## config.mk

```make
export PLATFORM = sky130hd
export DESIGN_NAME = e1_rx_liu_ctrl
export DESIGN_NICKNAME = d
export VERILOG_FILES = /design/src/rtl/e1_rx_liu_ctrl.sv
export SDC_FILE = /design/constraint.sdc
export NUM_CORES = 1
export LEC_CHECK = 0
export BUFFER_PORTS_ARGS = -buffer_cell sky130_fd_sc_hd__buf_4
export CAP_MARGIN = 10
export CORE_MARGIN = 1.5
export CORE_UTILIZATION = 51
export CTS_CLUSTER_SIZE = 20
export DETAILED_ROUTE_END_ITERATION = 6
export GPL_ROUTABILITY_DRIVEN = 0
export PLACE_DENSITY_LB_ADDON = 0.2
export SETUP_SLACK_MARGIN = 0.2
export SYNTH_ARGS = -nofsm -noshare
export SYNTH_HDL_FRONTEND = slang
export SYNTH_SLANG_ARGS = --single-unit
```

## constraint.sdc

```tcl
create_clock -name clk -period 2.22 [get_ports clk]
set_clock_uncertainty 0.2 [all_clocks]
set_input_delay 0.222 -clock clk [delete_from_list [all_inputs] [get_ports clk]]
set_output_delay 0.222 -clock clk [all_outputs]
set_load 0.005 [all_outputs]
```

## src/rtl/e1_rx_liu_ctrl.sv

```systemverilog
// E1 receive line-interface control: clock-presence lock FSM, strobe gating,
// loss-of-clock, zero-run loss-of-signal and AIS detection.
module e1_rx_liu_ctrl #(
    parameter int unsigned CLK_TO   = 63,
    parameter int unsigned LOCK_CNT = 16,
    parameter int unsigned ZERO_LOS = 255
) (
    input  logic       clk,
    input  logic       rst,
    input  logic       in_data,
    input  logic       in_valid,
    input  logic       ctrl_enable,
    output logic       out_data,
    output logic       out_valid,
    output logic [1:0] stat_state,
    output logic       stat_los_clk,
    output logic       stat_los_zero,
    output logic       stat_ais,
    output logic       evt_lock
);
    localparam int unsigned GapW  = $clog2(CLK_TO + 1);
    localparam int unsigned LockW = $clog2(LOCK_CNT + 1);
    localparam logic [GapW-1:0]  GapMax  = GapW'(CLK_TO);
    localparam logic [LockW-1:0] LockMax = LockW'(LOCK_CNT);
    localparam logic [LockW-1:0] LockOne = LockW'(1);
    localparam logic [7:0]       ZeroMax = 8'(ZERO_LOS);

    typedef enum logic [1:0] {
        StDisabled = 2'd0,
        StAcquire  = 2'd1,
        StLocked   = 2'd2,
        StLost     = 2'd3
    } state_e;

    state_e           state_q;
    logic [GapW-1:0]  gap_q;
    logic [LockW-1:0] lock_q;
    logic [7:0]       zero_q;
    logic [8:0]       win_q;
    logic [1:0]       ais_zero_q;

    logic             timeout;
    logic [GapW-1:0]  gap_d;
    logic [LockW-1:0] lock_d;
    logic [7:0]       zero_d;
    logic [1:0]       ais_zero_d;

    assign timeout    = (gap_q == GapMax);
    assign gap_d      = in_valid ? '0 : (timeout ? GapMax : gap_q + 1'b1);
    // A strobe coinciding with timeout is counted but restarts the run.
    assign lock_d     = timeout ? LockOne : lock_q + 1'b1;
    assign zero_d     = in_data ? 8'd0 : ((zero_q == ZeroMax) ? ZeroMax : zero_q + 8'd1);
    assign ais_zero_d = (in_data || ais_zero_q == 2'd3) ? ais_zero_q : ais_zero_q + 2'd1;

    assign stat_state = state_q;

    always_ff @(posedge clk) begin
        if (rst) begin
            state_q       <= StDisabled;
            gap_q         <= '0;
            lock_q        <= '0;
            zero_q        <= '0;
            win_q         <= '0;
            ais_zero_q    <= '0;
            out_data      <= 1'b0;
            out_valid     <= 1'b0;
            stat_los_clk  <= 1'b0;
            stat_los_zero <= 1'b0;
            stat_ais      <= 1'b0;
            evt_lock      <= 1'b0;
        end else begin
            out_data  <= in_data;
            out_valid <= in_valid && (state_q == StLocked);
            evt_lock  <= 1'b0;
            gap_q     <= gap_d;

            // Zero-run and AIS window only advance on strobes seen while locked.
            if (state_q == StLocked) begin
                if (in_valid) begin
                    zero_q        <= zero_d;
                    stat_los_zero <= (zero_d == ZeroMax);
                    if (win_q == 9'h1ff) begin
                        stat_ais   <= (ais_zero_d != 2'd3);
                        win_q      <= '0;
                        ais_zero_q <= '0;
                    end else begin
                        win_q      <= win_q + 9'd1;
                        ais_zero_q <= ais_zero_d;
                    end
                end
            end else begin
                win_q      <= '0;
                ais_zero_q <= '0;
            end

            if (!ctrl_enable) begin
                state_q      <= StDisabled;
                stat_los_clk <= 1'b0;
                stat_ais     <= 1'b0;
            end else begin
                unique case (state_q)
                    StDisabled: begin
                        state_q       <= StAcquire;
                        gap_q         <= '0;
                        lock_q        <= '0;
                        zero_q        <= '0;
                        stat_los_zero <= 1'b0;
                    end
                    StAcquire: begin
                        if (in_valid) begin
                            lock_q <= lock_d;
                            if (lock_d == LockMax) begin
                                state_q      <= StLocked;
                                evt_lock     <= 1'b1;
                                stat_los_clk <= 1'b0;
                            end
                        end else if (timeout) begin
                            lock_q <= '0;
                        end
                    end
                    StLocked: begin
                        if (timeout && !in_valid) begin
                            state_q      <= StLost;
                            stat_los_clk <= 1'b1;
                        end
                    end
                    StLost: begin
                        if (in_valid) begin
                            state_q <= StAcquire;
                            lock_q  <= LockOne;
                        end
                    end
                    default: state_q <= StDisabled;
                endcase
            end
        end
    end

endmodule
```

Word-level counts from Yosys, hierarchy flattened
Index checks and enable logic that the tools add are counted.
- add/subtract/negate cells: 5
- equal/unequal tests: 15
- mux-type cells: 32
- bitwise operators: 4
- reductions and logical operators: 14
- operators by type and width (cell ; number):
    2-to-1 mux 8 bit ; 6
    2-to-1 mux 6 bit ; 4
    2-to-1 mux 5 bit ; 4
    equality test 8 bit (second input constant) ; 2
    case mux 5 bit (3 select lines) ; 1
    2-to-1 mux 2 bit ; 6
    AND reduction 4 bit ; 3
    adder 9 x 1 -> 9 bit (second input constant) ; 1
    equality test 9 bit (second input constant) ; 1
    2-to-1 mux 9 bit ; 1
    adder 8 x 1 -> 8 bit (second input constant) ; 1
    2-to-1 mux 1 bit ; 8
    inequality test 2 bit (second input constant) ; 4
    case mux 2 bit (4 select lines) ; 1
    adder 6 x 1 -> 6 bit (second input constant) ; 1
    equality test 2 bit (second input constant) ; 3
    equality test 6 bit (second input constant) ; 1
    adder 5 x 1 -> 5 bit (second input constant) ; 1
    equality test 5 bit (second input constant) ; 1
    NOT 1 bit ; 4
    OR reduction 2 bit ; 2
    OR reduction 4 bit ; 1
    inequality test 3 bit (second input constant) ; 1
    AND reduction 3 bit ; 1
    other kinds (10) ; 11
- register bits after elaboration: 38
- bits of input ports: 5
- logic and storage cells: 82

Depth between registers and ports, before layout
Gate-level depths: netlist of run 1.
- depth in word-level cells: 8
- depth in mapped cells: 9

Worst setup path before layout of run 1
No wires, ideal clock.
- kind: reg-to-reg
- start point: register lock_q[0]
- end point: register state_q[0] (netlist: stat_state[0])
- setup time: 70 ps
- arrival: 1773 ps
- data required time: 1950 ps
- slack: 177 ps
- stages on the path, launching flop included: 7
- buffers on the path: 0
- clock period less this slack: 2043 ps
- cell sequence: dfxtp_1 > ha_1 > or3_1 > a311oi_2 > a31oi_2 > or3_1 > a21oi_1
- cells in the longest elaborated chain, start to end: 5
- RTL lines (element ; RTL line ; text):
    start, declared ; 37 ; logic [LockW-1:0] lock_q;
    start signal, assigned ; 111 ; lock_q <= lock_d;
    start signal, assigned ; 130 ; lock_q <= LockOne;
    adder 5 x 1 -> 5 bit ; 51 ; assign lock_d = timeout ? LockOne : lock_q + 1'b1;
    2-to-1 mux 5 bit ; 51 ;
    equality test 5 bit ; 112 ; if (lock_d == LockMax) begin
    inequality test 2 bit (no line) ; n/a ;
    AND reduction 4 bit (no line) ; n/a ;
    end signal, assigned ; 59 ; state_q <= StDisabled;
    end signal, assigned ; 113 ; state_q <= StLocked;
    end signal, assigned ; 123 ; state_q <= StLost;
    end, declared ; 35 ; state_e state_q;
Every way passes these cells.
A chain may end at the register's enable or synchronous reset.

Worst setup path in the final report of run 1
- start point: register lock_q[1]
- end point: register stat_los_clk
- cells in the longest elaborated chain, start to end: 5
- RTL lines (element ; RTL line ; text):
    adder 5 x 1 -> 5 bit ; 51 ;
    2-to-1 mux 5 bit ; 51 ;
    equality test 5 bit ; 112 ;
    inequality test 2 bit (no line) ; n/a ;
    AND reduction 4 bit (no line) ; n/a ;
    end signal, assigned ; 67 ; stat_los_clk <= 1'b0;
    end signal, assigned ; 115 ; stat_los_clk <= 1'b0;
    end signal, assigned ; 124 ; stat_los_clk <= 1'b1;
    end, declared ; 16 ; output logic stat_los_clk,
Every way passes these cells.

==> flow_summary.toml, run 1 <==
[run_status]
status = "complete, no violations"

[clock_network]
htree_levels = 2
cts_tree = "done"
cts_buffers = 5
insertion_delay_ns = 0.29
clkSlewWorstSetupHoldPaths_ns = 0.07
clock_path_buffers = 2
root_buffer = "clkbuf_8"
cts_sinks = 38

[synth]
async_reset_ff_share_pct = 0
ys_seq_area_share_pct = 38.51
yosys_register_bits = 38
ys_warn_count = 0
ys.flop_type = "dfxtp_1"
synth_area_um2 = 1976
syn_nets = 250
yosys.cell_types.count = 48
synth.avg_cell_area_um2 = 8.443
synth_edf_count = 0
netlist_instances = 234

[sta]
fmax_mhz = 479.3
rsz0062_at_grt = "true"
worst_slew_pin_slew_ns = 0.4529
maxSlewHeadroom_pct = 69.67
hold_viol_final = 0
fin_ws_ns = 0.1335
period_share_pct = 93.99
setup_viol = 0
setup-tns-final_ns = 0
min_period_ns = 2.087
fin_hold_ws_ns = 0.07418
finalMaxSlewViolations = 0

[cells_and_area]
utilization_pct = 63.67
diodes = 0
drive_gt1_share_pct = 21.88
layoutNonFillerInstCount = 304
layout.nets = 271
design_area_um2 = 2349
area_growth_pct = 18.87

[grt]
grt_max_degree = 18
gr-total-overflow = 0
grt_pass1_wl_mm = 7.169
grt_pass1_vias = 1603
antenna_found_initial = 0
track_usage_pct = 21.04

[worst_setup_path]
cp-startpoint = "lock_q[1]"
cp-endpoint = "stat_los_clk"
r2r-end = "stat_los_clk"
crit_type = "flip-flop to flip-flop"
endpoint_kind = "flip-flop"
cp.arrival_ns = 2.06
critPathMaxFanout = 6
worst-r2r-setup-slack_ns = 0.13
reg2regPathDepth = 7
critPathLaunchType = "flip-flop"
regToRegStartpoint = "lock_q[1]"
crit_required_ns = 2.19

[placed_design]
dp_cells = 292
place_area_um2 = 2140
portBuffers = 12
dp_hpwl_mm = 2.906
post-place-ws_ns = 0.1128

[floorplanning]
die-area_um2 = 4256
io_pins = 13
core_um2 = 3689
num_rows = 22
start_util_pct = 53.56
die_x_um = 65.24
die_y_um = 65.24

[detailed_routing]
vias_per_cell = 5.816
drc = 0
drt_wl_total_mm = 4.266
vias = 1768
drt_iter0_markers = 124
first_pass_iters = 4
ant_nets = 0
wl_per_cell_um = 14.03

[power_and_ir_drop]
fin_total_pwr_mw = 1.294
power_density_nw_per_um2 = 551.0
ir_drop_mv = 0.3628
leakage_nw = 0.8239

[hold_path]
min_path_cells = 2
hold_class = "input port to flip-flop"

[flow_run]
cap_violations = 0
sequential cells by signal (all words and copies together), names as in the netlist, 2 cells and up:
name        cells
gap_q           6
zero_q          8
lock_q          5
stat_state      2
ais_zero_q      2
win_q           9
cells in the final DEF (no fill, tap or decap), drive strengths merged, types with 2 or more instances in the layout:
cell     Yosys  final
dfxtp       38     38
nor2        29     29
buf          1     21
a21oi       21     21
nand2       14     14
ha          11     11
nand3        9      9
inv          9      9
o21ai        9      9
xor2         7      7
clkbuf       7      7
nor3         6      6
o211ai       5      5
nand4        5      5
nand2b       5      5
a31oi        5      5
and3         4      4
xnor2        4      4
or3          4      4
o41ai        4      4
a211oi       4      4
nor2b        3      3
o31ai        2      2
a21o         2      2
nor3b        2      2
o22ai        2      2
nor4b        2      2
o21bai       2      2
a2bb2oi      2      2
and4         2      2
routing by layer:
layer	track usage (%)	part of all wire (%)	up-vias
met4	5.990	1.1	0
met3	5.651	4.3	7
met5	0	0	-
met1	27.91	49	828
met2	33.67	46	37
li1	-	-	896
power breakdown:
part / switching, mW / internal [mW]
Combinational: 0.0678 / 0.0495
Sequential: 0.00638 / 0.688
Clock: 0.232 / 0.250
Total: 0.306 / 0.988
critical path, stage by stage, from the launching register on:
cell      delay [ns]
dfxtp_2         0.35
ha_4            0.18
or3_1           0.32
a311oi_2        0.26
a31oi_2         0.16
buf_4           0.17
o211ai_1        0.20
o41ai_2         0.12
cell usage after synthesis, types with 4 or more instances:
library cell | n | area, µm²
and3_1 | 4 | 25.02
dfxtp_1 | 38 | 760.7
clkbuf_1 | 7 | 26.28
nand3_1 | 9 | 45.04
o21ai_0 | 7 | 35.03
o41ai_1 | 4 | 35.03
o211ai_1 | 5 | 37.54
nand4_1 | 5 | 31.28
ha_1 | 11 | 137.6
nand2b_1 | 5 | 31.28
a21oi_1 | 21 | 105.1
xor2_1 | 7 | 61.31
a31oi_1 | 4 | 25.02
nand2_1 | 14 | 52.55
inv_1 | 9 | 33.78
xnor2_1 | 4 | 35.03
nor3_1 | 6 | 30.03
nor2_1 | 29 | 108.9
worst min path at each step:
stage / from / to
after floorplan: gap_q[0] / gap_q[0]
after global placement: stat_ais / stat_ais
after detailed placement: stat_ais / stat_ais
after CTS: in_data / out_data
after global routing: in_data / out_data
final: in_data / out_data
cell families after synthesis:
| logic type | after synthesis | share of synthesized area [%] |
|---|---|---|
| simple gates | 93 | 24.45 |
| fa+ha+maj | 11 | 6.966 |
| xor+xnor | 11 | 4.876 |
| flops | 38 | 38.51 |
| buf+inv | 17 | 3.293 |
| compound gates | 62 | 20.83 |
| mux | 2 | 1.077 |
area by class of cell:
| class | instances | area, µm² |
|---|---|---|
| clock buffers | 7 | 86.33 |
| clock inverters | 1 | 5.005 |
| fillers | 347 | 1340 |
| inverters | 9 | 33.78 |
| multi-input cells | 179 | 1226 |
| flip-flops and latches | 38 | 769.5 |
| well taps | 48 | 60.06 |
| repair buffers | 22 | 167.7 |
repair_timing:
action	in CTS	in global routing
resized for setup	7	16
endpoints found under the hold margin	6	0
pin swaps	2	2
setup endpoints to repair	3	18
hold buffers	1	0
setup buffers	1	2
Note: power is estimated with default switching activity, not from simulation.
==> run 2: changes to the inputs <==
Settings changed: CELL_PAD_IN_SITES_DETAIL_PLACEMENT from default to 2, CELL_PAD_IN_SITES_GLOBAL_PLACEMENT from default to 2, CORE_UTILIZATION 51 to 36.
==> flow_summary.toml, run 2 (synthesis results as in run 1) <==
[run_status]
status = "complete, no violations"

[worst_setup_path]
critPathLaunchType = "flip-flop"
cp-startpoint = "lock_q[0]"
worst-r2r-setup-slack_ns = 0.12
regToRegStartpoint = "lock_q[0]"
cp.arrival_ns = 2.08
crit_type = "flip-flop to flip-flop"
crit_required_ns = 2.20
reg2regPathDepth = 7
endpoint_kind = "flip-flop"
r2r-end = "stat_state[1]"
cp-endpoint = "stat_state[1]"
critPathMaxFanout = 3

[power_and_ir_drop]
power_density_nw_per_um2 = 583.8
fin_total_pwr_mw = 1.400
leakage_nw = 0.8430
ir_drop_mv = 0.3132

[sta]
setup_viol = 0
period_share_pct = 94.82
rsz0062_at_grt = "true"
maxSlewHeadroom_pct = 69.57
fin_hold_ws_ns = 0.07934
setup-tns-final_ns = 0
finalMaxSlewViolations = 0
min_period_ns = 2.105
hold_viol_final = 0
fmax_mhz = 475.1
worst_slew_pin_slew_ns = 0.4545

[cells_and_area]
regArea_um2 = 773.2
design_area_um2 = 2399
top_regs = "win_q: 9 flops, zero_q: 8 flops, gap_q: 6 flops"
layoutNonFillerInstCount = 329
layout_common_cells = "32 x dfxtp_1, 29 x nor2_1, 24 x buf_4"
layout.nets = 274
fillers = 587
final_common_cell = "dfxtp_1"
multi_input_area_um2 = 1205
max_flop_register = "win_q"
diodes = 0
largest_reg_flops = 9
area_growth_pct = 21.41
drive_gt1_share_pct = 21.24

[clock_network]
htree_levels = 2
cts_sinks = 38
root_buffer = "clkbuf_8"
insertion_delay_ns = 0.30
cts_buffers = 5
clkSlewWorstSetupHoldPaths_ns = 0.07
cts_tree = "done"
clock_path_buffers = 2

[detailed_routing]
drt_iter0_markers = 45
vias = 1829
wl_per_cell_um = 17.02
first_pass_iters = 4
vias_per_cell = 5.559
drt_wl_total_mm = 5.600
drc = 0
ant_nets = 0

[placed_design]
dp_hpwl_mm = 3.768
dp_cells = 315
portBuffers = 12
place_area_um2 = 2175

[grt]
grt_pass1_vias = 1911
antenna_found_initial = 0
grt_max_degree = 18
track_usage_pct = 20.19
gr-total-overflow = 0
grt_pass1_wl_mm = 9.632

[floorplanning]
core_um2 = 5205
start_util_pct = 37.96
num_rows = 26
die_y_um = 77.08
io_pins = 13
die_x_um = 77.08
die-area_um2 = 5941

[flow_run]
cap_violations = 0

[hold_path]
hold_class = "input port to flip-flop"
-- run 2: changes by cell type in the layout (fill, tap and decap cells not counted), sizes merged --
cell	before	now
clkinv	1	2
buf	21	24
bufinv	0	1
clkbuf	7	5
-- run 2: layout make-up --
type / count / area share (%)
Sequential cell: 38 / 32.24
Clock buffer: 5 / 2.869
Inverter: 9 / 1.408
Timing Repair Buffer: 25 / 7.929
Clock inverter: 3 / 1.669
Multi-Input combinational cell: 179 / 50.23
Tap cell: 70 / 3.652
-- run 2: timing repair --
action,CTS,global route
gates resized for setup,14,5
pin swaps,3,0
setup endpoints to repair,8,16
hold buffers,1,0
buffers inserted,5,0
hold endpoints to repair,7,0
-- run 2: metrics by stage --
step                setup slack [ns]  util, %
global route                 0.07209    46.08
detailed placement           0.04162    41.78
finish                        0.1151    46.08
CTS                           0.1742    45.72
global placement              0.1279    41.78
floorplan                     0.2154        -
-- run 2: worst min-delay path by stage --
| stage | startpoint | endpoint | cells after the start |
|---|---|---|---|
| after floorplan | gap_q[0] | gap_q[0] | 1 |
| after global placement | gap_q[0] | gap_q[0] | 1 |
| after detailed placement | stat_ais | stat_ais | 2 |
| after CTS | in_data | out_data | 2 |
| after global routing | in_data | out_data | 2 |
| final | in_data | out_data | 2 |
-- run 2: routing by layer --
| metal | vias up | track usage (%) | wire [µm] |
|---|---|---|---|
| li1 | 903 | - | - |
| met1 | 907 | 25.44 | 2660 |
| met2 | 12 | 34.51 | 2754 |
| met3 | 7 | 4.167 | 114 |
| met4 | 0 | 6.182 | 70 |
| met5 | - | 0 | 0 |
-- run 2: critical path: stages (launching register included) --
cell,delay (ns)
dfxtp_4,0.36
ha_4,0.16
or3_4,0.32
a311oi_2,0.29
a31oi_2,0.16
buf_4,0.17
o211ai_1,0.22
o41ai_2,0.11
-- run 2: power by group --
| part | internal, mW | total [mW] | leakage (nW) | switching [mW] |
|---|---|---|---|---|
| logic | 0.0493 | 0.121 | 0.475 | 0.0718 |
| clock network | 0.331 | 0.588 | 0.0579 | 0.257 |
| registers | 0.685 | 0.691 | 0.310 | 0.00596 |
==> run 3: changes to the inputs <==
==> constraint.sdc (replaced) <==
create_clock -name clk -period 2.22 [get_ports clk]
set_clock_uncertainty 0.2 [all_clocks]
set_input_delay 0.444 -clock clk [delete_from_list [all_inputs] [get_ports clk]]
set_output_delay 0.444 -clock clk [all_outputs]
set_load 0.005 [all_outputs]
==> flow_summary.toml, run 3 (synthesis results as in run 1) <==
[cells_and_area]
diodes = 0
final_common_cell = "dfxtp_1"
max_flop_register = "win_q"
design_area_um2 = 2450
top_regs = "win_q: 9 flops, zero_q: 8 flops, gap_q: 6 flops"
largest_reg_flops = 9
layout.nets = 274
area_growth_pct = 24.00
layout_common_cells = "31 x dfxtp_1, 29 x nor2_1, 24 x buf_4"
utilization_pct = 47.07
fillers = 582
layoutNonFillerInstCount = 329
drive_gt1_share_pct = 25.87

[worst_setup_path]
cp.arrival_ns = 2.08
crit_required_ns = 2.20
endpoint_kind = "flip-flop"
critPathMaxFanout = 3
crit_type = "flip-flop to flip-flop"
critPathLaunchType = "flip-flop"

[detailed_routing]
m1WireLength_mm = 2.779
wl_per_cell_um = 18.00
first_pass_iters = 2
vias = 1839
vias_per_cell = 5.590
ant_nets = 0
drt_wl_total_mm = 5.921
drt_iter0_markers = 40
drc = 0
wl_met2_mm = 2.960
top_layer = "met4"
dr_wl_met3_um = 111

[sta]
min_period_ns = 2.102
rsz0062_at_grt = "true"
fin_ws_ns = 0.1176
period_share_pct = 94.70
setup-tns-final_ns = 0
hold_viol_final = 0
worst_slew_pin_slew_ns = 0.5060
finalMaxSlewViolations = 0
setup_viol = 0
fmax_mhz = 475.7
maxSlewHeadroom_pct = 66.19

[grt]
antenna_found_initial = 0
grt_pass1_vias = 1924
track_usage_pct = 20.44
gr-total-overflow = 0
grt_pass1_wl_mm = 9.742
grt_max_degree = 18

[floorplanning]
start_util_pct = 37.96
die_y_um = 77.08
die_x_um = 77.08
core_um2 = 5205
die-area_um2 = 5941
num_rows = 26
io_pins = 13

[clock_network]
clock_path_buffers = 2
root_buffer = "clkbuf_8"
cts_sinks = 38
cts_hold_buf = 0
htree_levels = 2
cts_buffers = 5
clkSlewWorstSetupHoldPaths_ns = 0.08
cts_tree = "done"
insertion_delay_ns = 0.30

[run_status]
status = "complete, no violations"

[placed_design]
portBuffers = 12
place_area_um2 = 2175
dp_hpwl_mm = 3.768
dp_cells = 315
post-place-ws_ns = 0.04162

[power_and_ir_drop]
ir_drop_mv = 0.3126
power_density_nw_per_um2 = 573.2
leakage_nw = 0.8364

[flow_run]
cap_violations = 0

[hold_path]
hold_class = "input port to flip-flop"
run 3: cell types whose count changed in the layout (fill, tap and decap cells not counted), moves of 2 or more:
cell	previous run	this run
ha_1	8	4
ha_2	2	5
a21oi_1	21	19
a21oi_2	0	2
run 3: stage by stage:
step | hold slack [ns] | power (mW)
after floorplan | 0.2379 | 0.7714
after CTS | 0.1944 | 1.415
after global routing | 0.2046 | 1.454
after global placement | 0.2498 | 0.8123
after detailed placement | 0.2721 | 0.8145
final | 0.1981 | 1.404
run 3: area by class of cell:
cell class                 count  area [µm²]  share of cell area, %
inverter                       9       33.78                  1.379
clock buffer                   5       68.82                  2.809
clock inverter                 3       40.04                  1.634
sequential                    38       777.0                  31.72
timing repair buffer          25       191.4                  7.814
multi-input combinational    179        1251                  51.07
tap                           70       87.58                  3.575
run 3: critical path, stage by stage (launching register included):
cell and delay, ns:
dfxtp_4 0.36, ha_4 0.16, or3_4 0.32, a311oi_2 0.25, a31oi_2 0.17, buf_4 0.18
o211ai_1 0.24, o41ai_2 0.11
run 3: worst paths after layout:
kind,depth (start not counted),start,slack [ns],endpoint
min reg2reg,2,stat_ais,0.27,stat_ais
max reg2reg,7,lock_q[0],0.12,stat_state[1]
min,2,rst,0.20,lock_q[1]
max,7,lock_q[0],0.12,stat_state[1]
run 3: repair_timing:
action                     in CTS  in global routing
setup buffers                   5                  1
resized for setup              14                 21
gates cloned                    0                  0
pin swaps                       3                  7
setup endpoints to repair       8                 16
run 3: layer usage:
layer  vias to the layer above  track usage (%)
li1                        903                -
met1                       917            25.87
met2                        12            34.87
met3                         7            4.167
met4                         0            6.182
met5                         -                0
run 3: where the power goes:
group          leakage, nW  switching (mW)  internal [mW]
Clock               0.0579           0.256          0.331
Combinational        0.468          0.0747         0.0508
Sequential           0.311         0.00681          0.685
